<file path="config.mk">
export PLATFORM = sky130hd
export DESIGN_NAME = writeback_unit_flat
export DESIGN_NICKNAME = d
export VERILOG_FILES = /design/src/rtl/writeback_unit_if.sv /design/src/rtl/writeback_unit.sv /design/src/flat_wrapper.sv
export SDC_FILE = /design/constraint.sdc
export NUM_CORES = 2
export LEC_CHECK = 0
export BUFFER_PORTS_ARGS = -buffer_cell sky130_fd_sc_hd__buf_2
export CAP_MARGIN = 20
export CORE_MARGIN = 2
export CORE_UTILIZATION = 45
export CTS_BUF_LIST = sky130_fd_sc_hd__clkbuf_4
export CTS_CLUSTER_SIZE = 10
export DETAILED_ROUTE_END_ITERATION = 6
export HOLD_SLACK_MARGIN = 0.15
export PLACE_DENSITY_LB_ADDON = 0.12
export SETUP_SLACK_MARGIN = 0.02
export SLEW_MARGIN = 25
export SYNTH_ARGS = -nofsm -noshare
export SYNTH_HDL_FRONTEND = slang
export SYNTH_SLANG_ARGS = --single-unit
</file>
<file path="constraint.sdc">
create_clock -name clk -period 6.1 [get_ports clk]
set_input_delay 0.61 -clock clk [delete_from_list [all_inputs] [get_ports clk]]
set_output_delay 0.61 -clock clk [all_outputs]
set_load 0.005 [all_outputs]
</file>
<file path="src/rtl/writeback_unit_if.sv">
// Instruction handshake and load-data bus between the MEM stage and the writeback unit.
// The MEM side drives the instruction fields and load data; the unit returns in_ready.
interface writeback_unit_if #(
    parameter int XLEN = 32,
    parameter int RA   = 5
);
    logic            in_valid;
    logic            in_ready;
    logic [XLEN-1:0] in_pc;
    logic [3:0]      in_wb_sel;
    logic [RA-1:0]   in_wb_addr;
    logic            in_rf_wen;
    logic [2:0]      in_csr_cmd;
    logic            in_jmp_flg;
    logic            in_br_flg;
    logic [XLEN-1:0] in_br_target;
    logic [XLEN-1:0] in_alu_out;
    logic [XLEN-1:0] in_csr_rdata;
    logic [XLEN-1:0] in_trap_vector;
    logic            mem_rdata_valid;
    logic [XLEN-1:0] mem_rdata;

    modport master (
        output in_valid, in_pc, in_wb_sel, in_wb_addr, in_rf_wen, in_csr_cmd,
               in_jmp_flg, in_br_flg, in_br_target, in_alu_out, in_csr_rdata,
               in_trap_vector, mem_rdata_valid, mem_rdata,
        input  in_ready
    );

    modport slave (
        input  in_valid, in_pc, in_wb_sel, in_wb_addr, in_rf_wen, in_csr_cmd,
               in_jmp_flg, in_br_flg, in_br_target, in_alu_out, in_csr_rdata,
               in_trap_vector, mem_rdata_valid, mem_rdata,
        output in_ready
    );
endinterface

</file>
<file path="src/rtl/writeback_unit.sv">
// Writeback stage: integer register file with bypassing read ports, load stall,
// registered PC redirects, retired-instruction counter and sticky exit flag.
module writeback_unit #(
    parameter int              XLEN      = 32,
    parameter int              NREG      = 32,
    parameter logic [XLEN-1:0] REG_RESET = '1,
    parameter int              SP_IDX    = 2,
    parameter logic [31:0]     SP_RESET  = 32'h0000_0800,
    parameter logic [31:0]     EXIT_PC   = 32'hffff_ff00,
    parameter logic [XLEN-1:0] BUBBLE_PC = '1,
    localparam int             RA        = $clog2(NREG)
) (
    input  logic             clk,
    input  logic             rst,
    writeback_unit_if.slave  bus,
    input  logic [RA-1:0]    rs1_addr,
    input  logic [RA-1:0]    rs2_addr,
    output logic [XLEN-1:0]  rs1_data,
    output logic [XLEN-1:0]  rs2_data,
    output logic             redirect_valid,
    output logic [XLEN-1:0]  redirect_pc,
    output logic             retire_valid,
    output logic [63:0]      instret,
    output logic             exit
);

    localparam logic [3:0] WB_X     = 4'd0;
    localparam logic [3:0] WB_ALU   = 4'd1;
    localparam logic [3:0] WB_MEMB  = 4'd2;
    localparam logic [3:0] WB_MEMBU = 4'd3;
    localparam logic [3:0] WB_MEMH  = 4'd4;
    localparam logic [3:0] WB_MEMHU = 4'd5;
    localparam logic [3:0] WB_MEMW  = 4'd6;
    localparam logic [3:0] WB_PC    = 4'd7;
    localparam logic [3:0] WB_CSR   = 4'd8;

    localparam logic [2:0] CSR_ECALL = 3'd4;

    localparam logic [XLEN-1:0] SP_RESET_X = XLEN'(SP_RESET);
    localparam logic [XLEN-1:0] EXIT_PC_X  = XLEN'(EXIT_PC);

    typedef enum logic [1:0] {
        S_RUN  = 2'd0,
        S_WAIT = 2'd1,
        S_HALT = 2'd2
    } state_t;

    typedef struct packed {
        logic [XLEN-1:0] pc;
        logic [3:0]      wb_sel;
        logic [RA-1:0]   wb_addr;
        logic            rf_wen;
        logic [2:0]      csr_cmd;
        logic            jmp_flg;
        logic            br_flg;
        logic [XLEN-1:0] br_target;
        logic [XLEN-1:0] alu_out;
        logic [XLEN-1:0] csr_rdata;
        logic [XLEN-1:0] trap_vector;
    } instr_t;

    function automatic logic is_load(input logic [3:0] sel);
        return (sel == WB_MEMB) || (sel == WB_MEMBU) || (sel == WB_MEMH) ||
               (sel == WB_MEMHU) || (sel == WB_MEMW);
    endfunction

    state_t          state, state_next;
    instr_t          in_ins, held, cur;
    logic            in_ready_c;
    logic            complete;
    logic            go_wait;
    logic            exit_hit;
    logic            do_redirect;
    logic            rf_we;
    logic [XLEN-1:0] wb_data;
    logic [XLEN-1:0] redir_tgt;
    logic [XLEN-1:0] regs [NREG];

    assign in_ins = '{
        pc:          bus.in_pc,
        wb_sel:      bus.in_wb_sel,
        wb_addr:     bus.in_wb_addr,
        rf_wen:      bus.in_rf_wen,
        csr_cmd:     bus.in_csr_cmd,
        jmp_flg:     bus.in_jmp_flg,
        br_flg:      bus.in_br_flg,
        br_target:   bus.in_br_target,
        alu_out:     bus.in_alu_out,
        csr_rdata:   bus.in_csr_rdata,
        trap_vector: bus.in_trap_vector
    };

    // While waiting on load data the latched instruction is the one being completed.
    assign cur         = (state == S_WAIT) ? held : in_ins;
    assign exit_hit    = (cur.pc == EXIT_PC_X);
    assign do_redirect = cur.br_flg | cur.jmp_flg | (cur.csr_cmd == CSR_ECALL);
    assign rf_we       = complete && cur.rf_wen && (cur.wb_addr != '0);
    assign bus.in_ready = in_ready_c;

    always_ff @(posedge clk) begin
        if (rst) state <= S_RUN;
        else     state <= state_next;
    end

    // NOTE: every output of this block gets a default first so no path can infer a latch.
    always_comb begin
        state_next = state;
        in_ready_c = 1'b0;
        complete   = 1'b0;
        go_wait    = 1'b0;
        case (state)
            S_RUN: begin
                in_ready_c = 1'b1;
                if (bus.in_valid) begin
                    if (is_load(in_ins.wb_sel) && !bus.mem_rdata_valid) begin
                        go_wait    = 1'b1;
                        state_next = S_WAIT;
                    end else begin
                        complete = 1'b1;
                    end
                end
            end
            S_WAIT: begin
                if (bus.mem_rdata_valid) begin
                    complete   = 1'b1;
                    state_next = S_RUN;
                end
            end
            default: ;
        endcase
        if (complete && exit_hit) state_next = S_HALT;
        if (rst) begin
            complete = 1'b0;
            go_wait  = 1'b0;
        end
    end

    always_comb begin
        wb_data = cur.alu_out;
        case (cur.wb_sel)
            WB_MEMB:  wb_data = XLEN'($signed(bus.mem_rdata[7:0]));
            WB_MEMBU: wb_data = XLEN'(bus.mem_rdata[7:0]);
            WB_MEMH:  wb_data = XLEN'($signed(bus.mem_rdata[15:0]));
            WB_MEMHU: wb_data = XLEN'(bus.mem_rdata[15:0]);
            WB_MEMW:  wb_data = XLEN'($signed(bus.mem_rdata[31:0]));
            WB_PC:    wb_data = cur.pc + XLEN'(4);
            WB_CSR:   wb_data = cur.csr_rdata;
            WB_X, WB_ALU: wb_data = cur.alu_out;
            default:  wb_data = cur.alu_out;
        endcase
    end

    always_comb begin
        redir_tgt = cur.trap_vector;
        if (cur.br_flg)       redir_tgt = cur.br_target;
        else if (cur.jmp_flg) redir_tgt = cur.alu_out;
    end

    // NOTE: the register file is reset explicitly because every register has a defined reset value.
    always_ff @(posedge clk) begin
        if (rst) begin
            for (int i = 0; i < NREG; i++)
                regs[i] <= (i == SP_IDX) ? SP_RESET_X : REG_RESET;
        end else if (rf_we) begin
            regs[cur.wb_addr] <= wb_data;
        end
    end

    always_comb begin
        rs1_data = regs[rs1_addr];
        if (rs1_addr == '0)                        rs1_data = '0;
        else if (rf_we && cur.wb_addr == rs1_addr) rs1_data = wb_data;
    end

    always_comb begin
        rs2_data = regs[rs2_addr];
        if (rs2_addr == '0)                        rs2_data = '0;
        else if (rf_we && cur.wb_addr == rs2_addr) rs2_data = wb_data;
    end

    // NOTE: state is updated with non-blocking assignments so every register samples pre-edge values.
    always_ff @(posedge clk) begin
        if (rst) begin
            held           <= '0;
            redirect_valid <= 1'b0;
            redirect_pc    <= '0;
            retire_valid   <= 1'b0;
            instret        <= '0;
            exit           <= 1'b0;
        end else begin
            if (go_wait) held <= in_ins;
            redirect_valid <= complete && do_redirect;
            if (complete && do_redirect) redirect_pc <= redir_tgt;
            retire_valid <= complete && (cur.pc != BUBBLE_PC);
            if (complete && (cur.pc != BUBBLE_PC)) instret <= instret + 64'd1;
            if (complete && exit_hit) exit <= 1'b1;
        end
    end

endmodule

</file>
<file path="src/flat_wrapper.sv">
// flat-port wrapper written by rule: the top's interface ports become plain ports
module writeback_unit_flat 
#(
    parameter int              XLEN      = 32,
    parameter int              NREG      = 32,
    parameter logic [XLEN-1:0] REG_RESET = '1,
    parameter int              SP_IDX    = 2,
    parameter logic [31:0]     SP_RESET  = 32'h0000_0800,
    parameter logic [31:0]     EXIT_PC   = 32'hffff_ff00,
    parameter logic [XLEN-1:0] BUBBLE_PC = '1,
    localparam int             RA        = $clog2(NREG)
)
  (clk, rst, rs1_addr, rs2_addr, rs1_data, rs2_data, redirect_valid, redirect_pc, retire_valid, instret, exit, bus_in_valid, bus_in_pc, bus_in_wb_sel, bus_in_wb_addr, bus_in_rf_wen, bus_in_csr_cmd, bus_in_jmp_flg, bus_in_br_flg, bus_in_br_target, bus_in_alu_out, bus_in_csr_rdata, bus_in_trap_vector, bus_mem_rdata_valid, bus_mem_rdata, bus_in_ready);
  writeback_unit_if #(.XLEN(XLEN), .RA(5)) bus_i ();
  input  logic clk;
  input  logic rst;
  input  logic [RA-1:0] rs1_addr;
  input  logic [RA-1:0] rs2_addr;
  output logic [XLEN-1:0] rs1_data;
  output logic [XLEN-1:0] rs2_data;
  output logic redirect_valid;
  output logic [XLEN-1:0] redirect_pc;
  output logic retire_valid;
  output logic [63:0] instret;
  output logic exit;
  input wire logic [$bits(bus_i.in_valid)-1:0] bus_in_valid;
  input wire logic [$bits(bus_i.in_pc)-1:0] bus_in_pc;
  input wire logic [$bits(bus_i.in_wb_sel)-1:0] bus_in_wb_sel;
  input wire logic [$bits(bus_i.in_wb_addr)-1:0] bus_in_wb_addr;
  input wire logic [$bits(bus_i.in_rf_wen)-1:0] bus_in_rf_wen;
  input wire logic [$bits(bus_i.in_csr_cmd)-1:0] bus_in_csr_cmd;
  input wire logic [$bits(bus_i.in_jmp_flg)-1:0] bus_in_jmp_flg;
  input wire logic [$bits(bus_i.in_br_flg)-1:0] bus_in_br_flg;
  input wire logic [$bits(bus_i.in_br_target)-1:0] bus_in_br_target;
  input wire logic [$bits(bus_i.in_alu_out)-1:0] bus_in_alu_out;
  input wire logic [$bits(bus_i.in_csr_rdata)-1:0] bus_in_csr_rdata;
  input wire logic [$bits(bus_i.in_trap_vector)-1:0] bus_in_trap_vector;
  input wire logic [$bits(bus_i.mem_rdata_valid)-1:0] bus_mem_rdata_valid;
  input wire logic [$bits(bus_i.mem_rdata)-1:0] bus_mem_rdata;
  output wire logic [$bits(bus_i.in_ready)-1:0] bus_in_ready;
  assign bus_i.in_valid = bus_in_valid;
  assign bus_i.in_pc = bus_in_pc;
  assign bus_i.in_wb_sel = bus_in_wb_sel;
  assign bus_i.in_wb_addr = bus_in_wb_addr;
  assign bus_i.in_rf_wen = bus_in_rf_wen;
  assign bus_i.in_csr_cmd = bus_in_csr_cmd;
  assign bus_i.in_jmp_flg = bus_in_jmp_flg;
  assign bus_i.in_br_flg = bus_in_br_flg;
  assign bus_i.in_br_target = bus_in_br_target;
  assign bus_i.in_alu_out = bus_in_alu_out;
  assign bus_i.in_csr_rdata = bus_in_csr_rdata;
  assign bus_i.in_trap_vector = bus_in_trap_vector;
  assign bus_i.mem_rdata_valid = bus_mem_rdata_valid;
  assign bus_i.mem_rdata = bus_mem_rdata;
  assign bus_in_ready = bus_i.in_ready;
  writeback_unit #(.XLEN(XLEN), .NREG(NREG), .REG_RESET(REG_RESET), .SP_IDX(SP_IDX), .SP_RESET(SP_RESET), .EXIT_PC(EXIT_PC), .BUBBLE_PC(BUBBLE_PC)) u_core (.clk(clk), .rst(rst), .bus(bus_i), .rs1_addr(rs1_addr), .rs2_addr(rs2_addr), .rs1_data(rs1_data), .rs2_data(rs2_data), .redirect_valid(redirect_valid), .redirect_pc(redirect_pc), .retire_valid(retire_valid), .instret(instret), .exit(exit));
endmodule
</file>
# Word level (Yosys, flattened, before mapping)

Memories as Yosys holds them, arrays and structs flattened.
Cells that the tools add are included.
Widths: inputs -> output; s select.

Word-level logic and storage cells: 102
Output and inout port bits: 164
Memories kept: 1
Bits in writable memories: 1024
Register bits: 276
Input bits: 221

Memory list:

| memory      | depth | bits a word | rd ports | clocked after Yosys merged registers in | write ports | RTL line             | source |
|---|---|---|---|---|---|---|---|
| u_core.regs | 32    | 32          | 2        | 0                                       | 32          | writeback_unit.sv:77 | `logic [XLEN-1:0] regs [NREG];` |

Multiplexer cells: 31
Add/sub/neg operators: 2
Reductions and logical operators: 24
Bitwise gates (word level): 2
Equality and inequality tests: 24

Operators by type and width:

| kind                  | count |
|---|---|
| $mux 32               | 7 |
| $pmux 32 s7           | 1 |
| $mux 175              | 1 |
| $add 64x1->64 const B | 1 |
| $add 32x3->32 const B | 1 |
| $eq 32x32->1 const B  | 1 |
| $ne 32x32->1 const B  | 1 |
| $reduce_or 32->1      | 1 |
| $eq 4x3->1 const B    | 7 |
| $eq 4x2->1 const B    | 4 |
| $mux 1                | 15 |
| $eq 5x5->1            | 2 |
| $logic_not 5->1       | 2 |
| $logic_and 1x1->1     | 9 |
| $mux 2                | 4 |
| $reduce_and 4->1      | 2 |
| $mux 5                | 1 |
| $reduce_bool 5->1     | 1 |
| $eq 4x4->1 const B    | 1 |
| $logic_or 1x1->1      | 4 |
| $ne 2x2->1 const B    | 2 |
| $pmux 2 s2            | 1 |
| $eq 3x3->1 const B    | 1 |
| $ne 3x1->1 const B    | 1 |
| other kinds (11)      | 12 |

# Logic depth before layout (Yosys ltp)

Depth after elaboration: 17
Gate-level depth with buffers: 24
Gate-level depth less buffers: 12

# Worst setup path before layout

Ideal clock, no wire load.

Path type: register -> output
Start point: reg u_core.state[1]
End point: out rs1_data[30]
Data required time: 5.490 ns
Path buffers: 9
Cell stages (with the launch flop): 21
Path slack: 1.131 ns
Arrival: 4.359 ns
Cell sequence: dfxtp_1 -> nand2b_1 -> buf_6 -> buf_8 -> buf_6 -> buf_4 -> buf_4 -> buf_2 -> buf_2 -> buf_2 -> buf_2 -> mux2i_1 -> inv_1 -> ha_1 -> nand3_1 -> nor3_1 -> o211ai_1 -> or4_4 -> or4_4 -> a31oi_4 -> a21boi_0

Word-level cells in the longest chain between the ends: 8
Elaborated cells on any way between the ends: 21
Those cells by class: add/sub: 1; eq/ne: 9; mux: 6; reduce/logical: 5

Ends and longest elaborated chain:

| element                                               | RTL line              | source |
|---|---|---|
| start: declaration                                    | writeback_unit.sv:67  | `state_t state, state_next;` |
| start signal: assignment                              | writeback_unit.sv:102 | `else state <= state_next;` |
| branches (longest 6 deep; another with $add 32x3->32) | --                    |  |
| $mux 32 *                                             | writeback_unit.sv:172 | `else if (rf_we && cur.wb_addr == rs1_addr) rs1_data = wb_data;` |
| $mux 32 *                                             | writeback_unit.sv:171 | `if (rs1_addr == '0) rs1_data = '0;` |
| end: declaration                                      | flat_wrapper.sv:19    | `output logic [XLEN-1:0] rs1_data;` |

Mark *: on every way between the ends.

# Worst setup path after layout

Start point: reg u_core.state[1]
End point: out rs1_data[12]

The elaborated chain is that of the path after synthesis.

==> impl_metrics.env <==
export IMPL_outcome="complete, but fails checks"
export IMPL_violations="DRC"
export IMPL_yosys_most_used_dff="edfxtp_1"
export IMPL_rows=142
export IMPL_dieArea_um2=153600
export IMPL_io_buffers=384
export IMPL_dp_hpwl_mm=153.5
export IMPL_yosysWarnings=0
export IMPL_worst_slew_pin_slew_ns=1.158
export IMPL_muxShareOfSynthArea_pct=24.16
export IMPL_cts_sinks=1300
export IMPL_grt_pass1_wl_mm=378.6
export IMPL_grt_usage_pct=34.54
export IMPL_fin_util_pct=55.12
export IMPL_clock_latency_ns=1.39
export IMPL_syn_area_um2=67720
export IMPL_critPathTopFamily="compound AO/OA/AOI/OAI gates"
export IMPL_ys_seq_area_share_pct=53.57
export IMPL_ys_types=81
export IMPL_syn_area_per_cell_um2=12.62
export IMPL_period_needed_ns=5.933
export IMPL_slew_violations=0
export IMPL_p_leak_nw=24.20
export IMPL_slowest_delay_ns=0.76
export IMPL_area_growth_synth_to_final_pct=21.77
export IMPL_slew_limit_headroom_pct=22.74
export IMPL_multi_input_area_um2=29700
export IMPL_power_density_nw_per_um2=247.3
export IMPL_crit_slowest_cell="mux2i_1"
export IMPL_setup_violations=0
export IMPL_drtAntennaViolNets=0
export IMPL_rr_endpoint="u_core.regs[24][7]$_SDFFCE_PN1P_"
export IMPL_crit_cells=10
export IMPL_path_class="flip-flop to output port"
export IMPL_async_reset_ff_share_pct=0
export IMPL_synth_simple_area_share_pct=12.41
export IMPL_synthAdderAreaFrac_pct=0.05543
export IMPL_initial_utilization_pct=45.27
export IMPL_holdPathStages=5
export IMPL_fin_tns_setup_ns=0
export IMPL_overflow=0
export IMPL_end_kind="output port"
export IMPL_r2r_start="u_core.state[1]$_SDFFE_PP0P_"
export IMPL_synth_edf_count=1024
export IMPL_firstDrtPassIters=7
export IMPL_via_per_inst=6.249
export IMPL_crit_path_start_kind="flip-flop"
export IMPL_hp_class="primary input to flip-flop"
export IMPL_cp_num_buf_inv=3
export IMPL_synth_seq_cells=1300
export IMPL_die_w_um=391.9
export IMPL_drive_above_1_share_pct=28.86
export IMPL_clk_path_buf_depth=4
export IMPL_cp_common_cell="buf_4"
export IMPL_h_tree_depth=5
export IMPL_worstHoldEndpoint="u_core.held[142]$_SDFFE_PP0P_"
export IMPL_synth_compound_area_share_pct=5.901
export IMPL_grt_max_degree=122
export IMPL_ios=385
export IMPL_cap_violations=0
export IMPL_arrival_ns=5.32
export IMPL_worst_clock_skew_ns=0.08941
export IMPL_antenna_found_initial=14
export IMPL_timing_fmax_ghz=0.1685
export IMPL_wl_per_cell_um=30.76
export IMPL_cp_data_required_time_ns=5.49
export IMPL_final_nets=6597
export IMPL_clkTransAtPathRegs_ns=0.08
export IMPL_rsz0062_at_grt="false"
export IMPL_cts_root_buf="clkbuf_4"
export IMPL_fp_dieH_um=391.9
export IMPL_hp_start="bus_in_wb_sel[3]"
export IMPL_synth_xor_area_share_pct=0.4009
export IMPL_rrSetupSlack_ns=1.65
export IMPL_dr_total_vias=54160
export IMPL_hold_violations=0
export IMPL_regArea_um2=36280
export IMPL_fin_crit_sh_pct=97.27
export IMPL_worst_path_max_fanout=20
export IMPL_cts_tree="yes"
export IMPL_ir_drop_mv=0.1695
export IMPL_core_um2=149600
export IMPL_drt_initial_drc_count=6853
export IMPL_r2r_cells=9
export IMPL_nFillCells=12630
export IMPL_wl_mm=266.6
export IMPL_place_gp_congestion=0.9172
export IMPL_grt_pass1_vias=53730
export IMPL_route_detailed_drc=1
export IMPL_synth_top_family_by_area="multiplexers"
export IMPL_netlist_instances=5367
export IMPL_crit_chain="nand2b_4 -> mux2i_1 -> nand2b_1 -> o211a_1 -> nand3_1 -> buf_4 -> o21ai_2 -> buf_4 -> o22ai_1 -> buf_2"
export IMPL_cts_buffers=375
==> cell usage after synthesis, types with 13 or more instances <==
library cell / instances / area [um^2]
or2_2: 36 / 225.2
nand3_1: 50 / 250.2
o21ai_0: 110 / 550.5
or4_1: 14 / 105.1
nand4_1: 16 / 100.1
xnor2_1: 21 / 183.9
mux2_2: 14 / 157.7
buf_2: 164 / 820.8
nor2b_1: 19 / 118.9
mux2i_1: 175 / 1752
a211oi_1: 94 / 705.7
dfxtp_1: 276 / 5525
buf_1: 62 / 232.7
nand2b_1: 41 / 256.5
nor2_1: 168 / 630.6
nand2_1: 1513 / 5679
inv_1: 25 / 93.84
or3_1: 37 / 231.5
o31ai_1: 15 / 112.6
clkbuf_1: 276 / 1036
mux4_2: 638 / 14370
edfxtp_1: 1024 / 30750
o22ai_1: 38 / 237.7
nor3_1: 37 / 185.2
and3_1: 23 / 143.9
a21oi_1: 268 / 1341
o211ai_1: 21 / 157.7
o21ai_1: 13 / 65.06
==> timing repair <==
item / 4_1_cts / 5_1_grt
hold endpoints to repair: 640 / 0
endpoints found under the setup margin: 29 / 16
pin swaps: 1 / 3
gates resized for setup: 9 / 7
hold buffers: 561 / 0
cloned: 1 / 0
buffers inserted: 3 / 1
==> layout by cell type, fill, tap and decap left out, drive strengths merged, types with 36 or more instances in the layout <==
cell type,instances
a211oi,95
a21oi,270
buf,556
clkbuf,554
clkinv,76
dfxtp,276
dlygate4sd3,561
edfxtp,1024
mux2i,179
mux4,638
nand2,1513
nand2b,41
nand3,50
nor2,168
nor3,40
o21ai,124
o22ai,38
or2,36
or3,38
==> worst max-delay path by stage <==
| stage | from | slack (ns) | end |
|---|---|---|---|
| 2_1_floorplan | u_core.state[1]$_SDFFE_PP0P_ | 1.13 | rs1_data[30] |
| 3_3_place_gp | u_core.state[1]$_SDFFE_PP0P_ | 1.24 | rs2_data[30] |
| 3_5_place_dp | u_core.state[1]$_SDFFE_PP0P_ | 1.13 | rs2_data[30] |
| 4_1_cts | u_core.state[1]$_SDFFE_PP0P_ | 0.03 | rs2_data[30] |
| 5_1_grt | u_core.state[0]$_SDFFE_PP0P_ | 0.04 | rs2_data[30] |
| 6_report | u_core.state[1]$_SDFFE_PP0P_ | 0.17 | rs1_data[12] |
==> state kept, by name (all words and copies together) (netlist names) <==
signal / cells
u_core.redirect_valid: 1
u_core.state: 2
u_core.regs: 1024
u_core.held: 175
u_core.redirect_pc: 32
u_core.retire_valid: 1
u_core.instret: 64
u_core.exit: 1
==> logic make-up after synthesis <==
group                    after synthesis
multiplexers                         831
flip-flops                          1300
XOR/XNOR                              31
buffers and inverters                546
AO/OA/AOI/OAI                        647
other                                  1
AND/OR/NAND/NOR                     2008
adder cells (fa/ha/maj)                3
==> per-layer routing <==
layer | vias up | track usage, % | routed length, um
met5 | - | 0 | 49
met1 | 27580 | 43.80 | 97740
met3 | 668 | 7.857 | 27620
li1 | 22400 | - | -
met2 | 3501 | 55.60 | 126900
met4 | 8 | 17.80 | 14260
==> layout make-up <==
cell class	count	area share (%)
timing repair buffer	1118	11.19
inverter	25	0.1138
multi-input combinational	3553	36.01
sequential	1300	44.00
clock inverter	86	0.5417
antenna	16	0.04856
clock buffer	553	5.035
tap	2016	3.059
==> tightest hold or removal path, cell delays in order <==
cell and delay (ns):
buf_2 0.15, nor4_1 0.08, buf_4 0.15, and3_4 0.30, nor3b_1 0.20
==> stage by stage <==
step	cell area [um^2]	power (W)	hold WS, ns	std cells	worst slack [ns]
after global routing	82430	0.02108	0.1836	8658	0.03717
after CTS	82320	0.02042	0.1835	8647	0.02785
after floorplan	67830	0.01110	0.4338	5398	1.131
after global placement	72020	0.01205	0.4410	7443	1.239
final	82460	0.02039	0.2010	8667	0.1667
after detailed placement	72040	0.01206	0.4458	7443	1.127
==> power by group <==
part           total (W)  switching, W  internal, W
clock network    0.00820       0.00392      0.00428
registers        0.00968     0.0000586      0.00962
logic            0.00251       0.00164     0.000866
No activity file was read; power rests on OpenSTA's default activity.
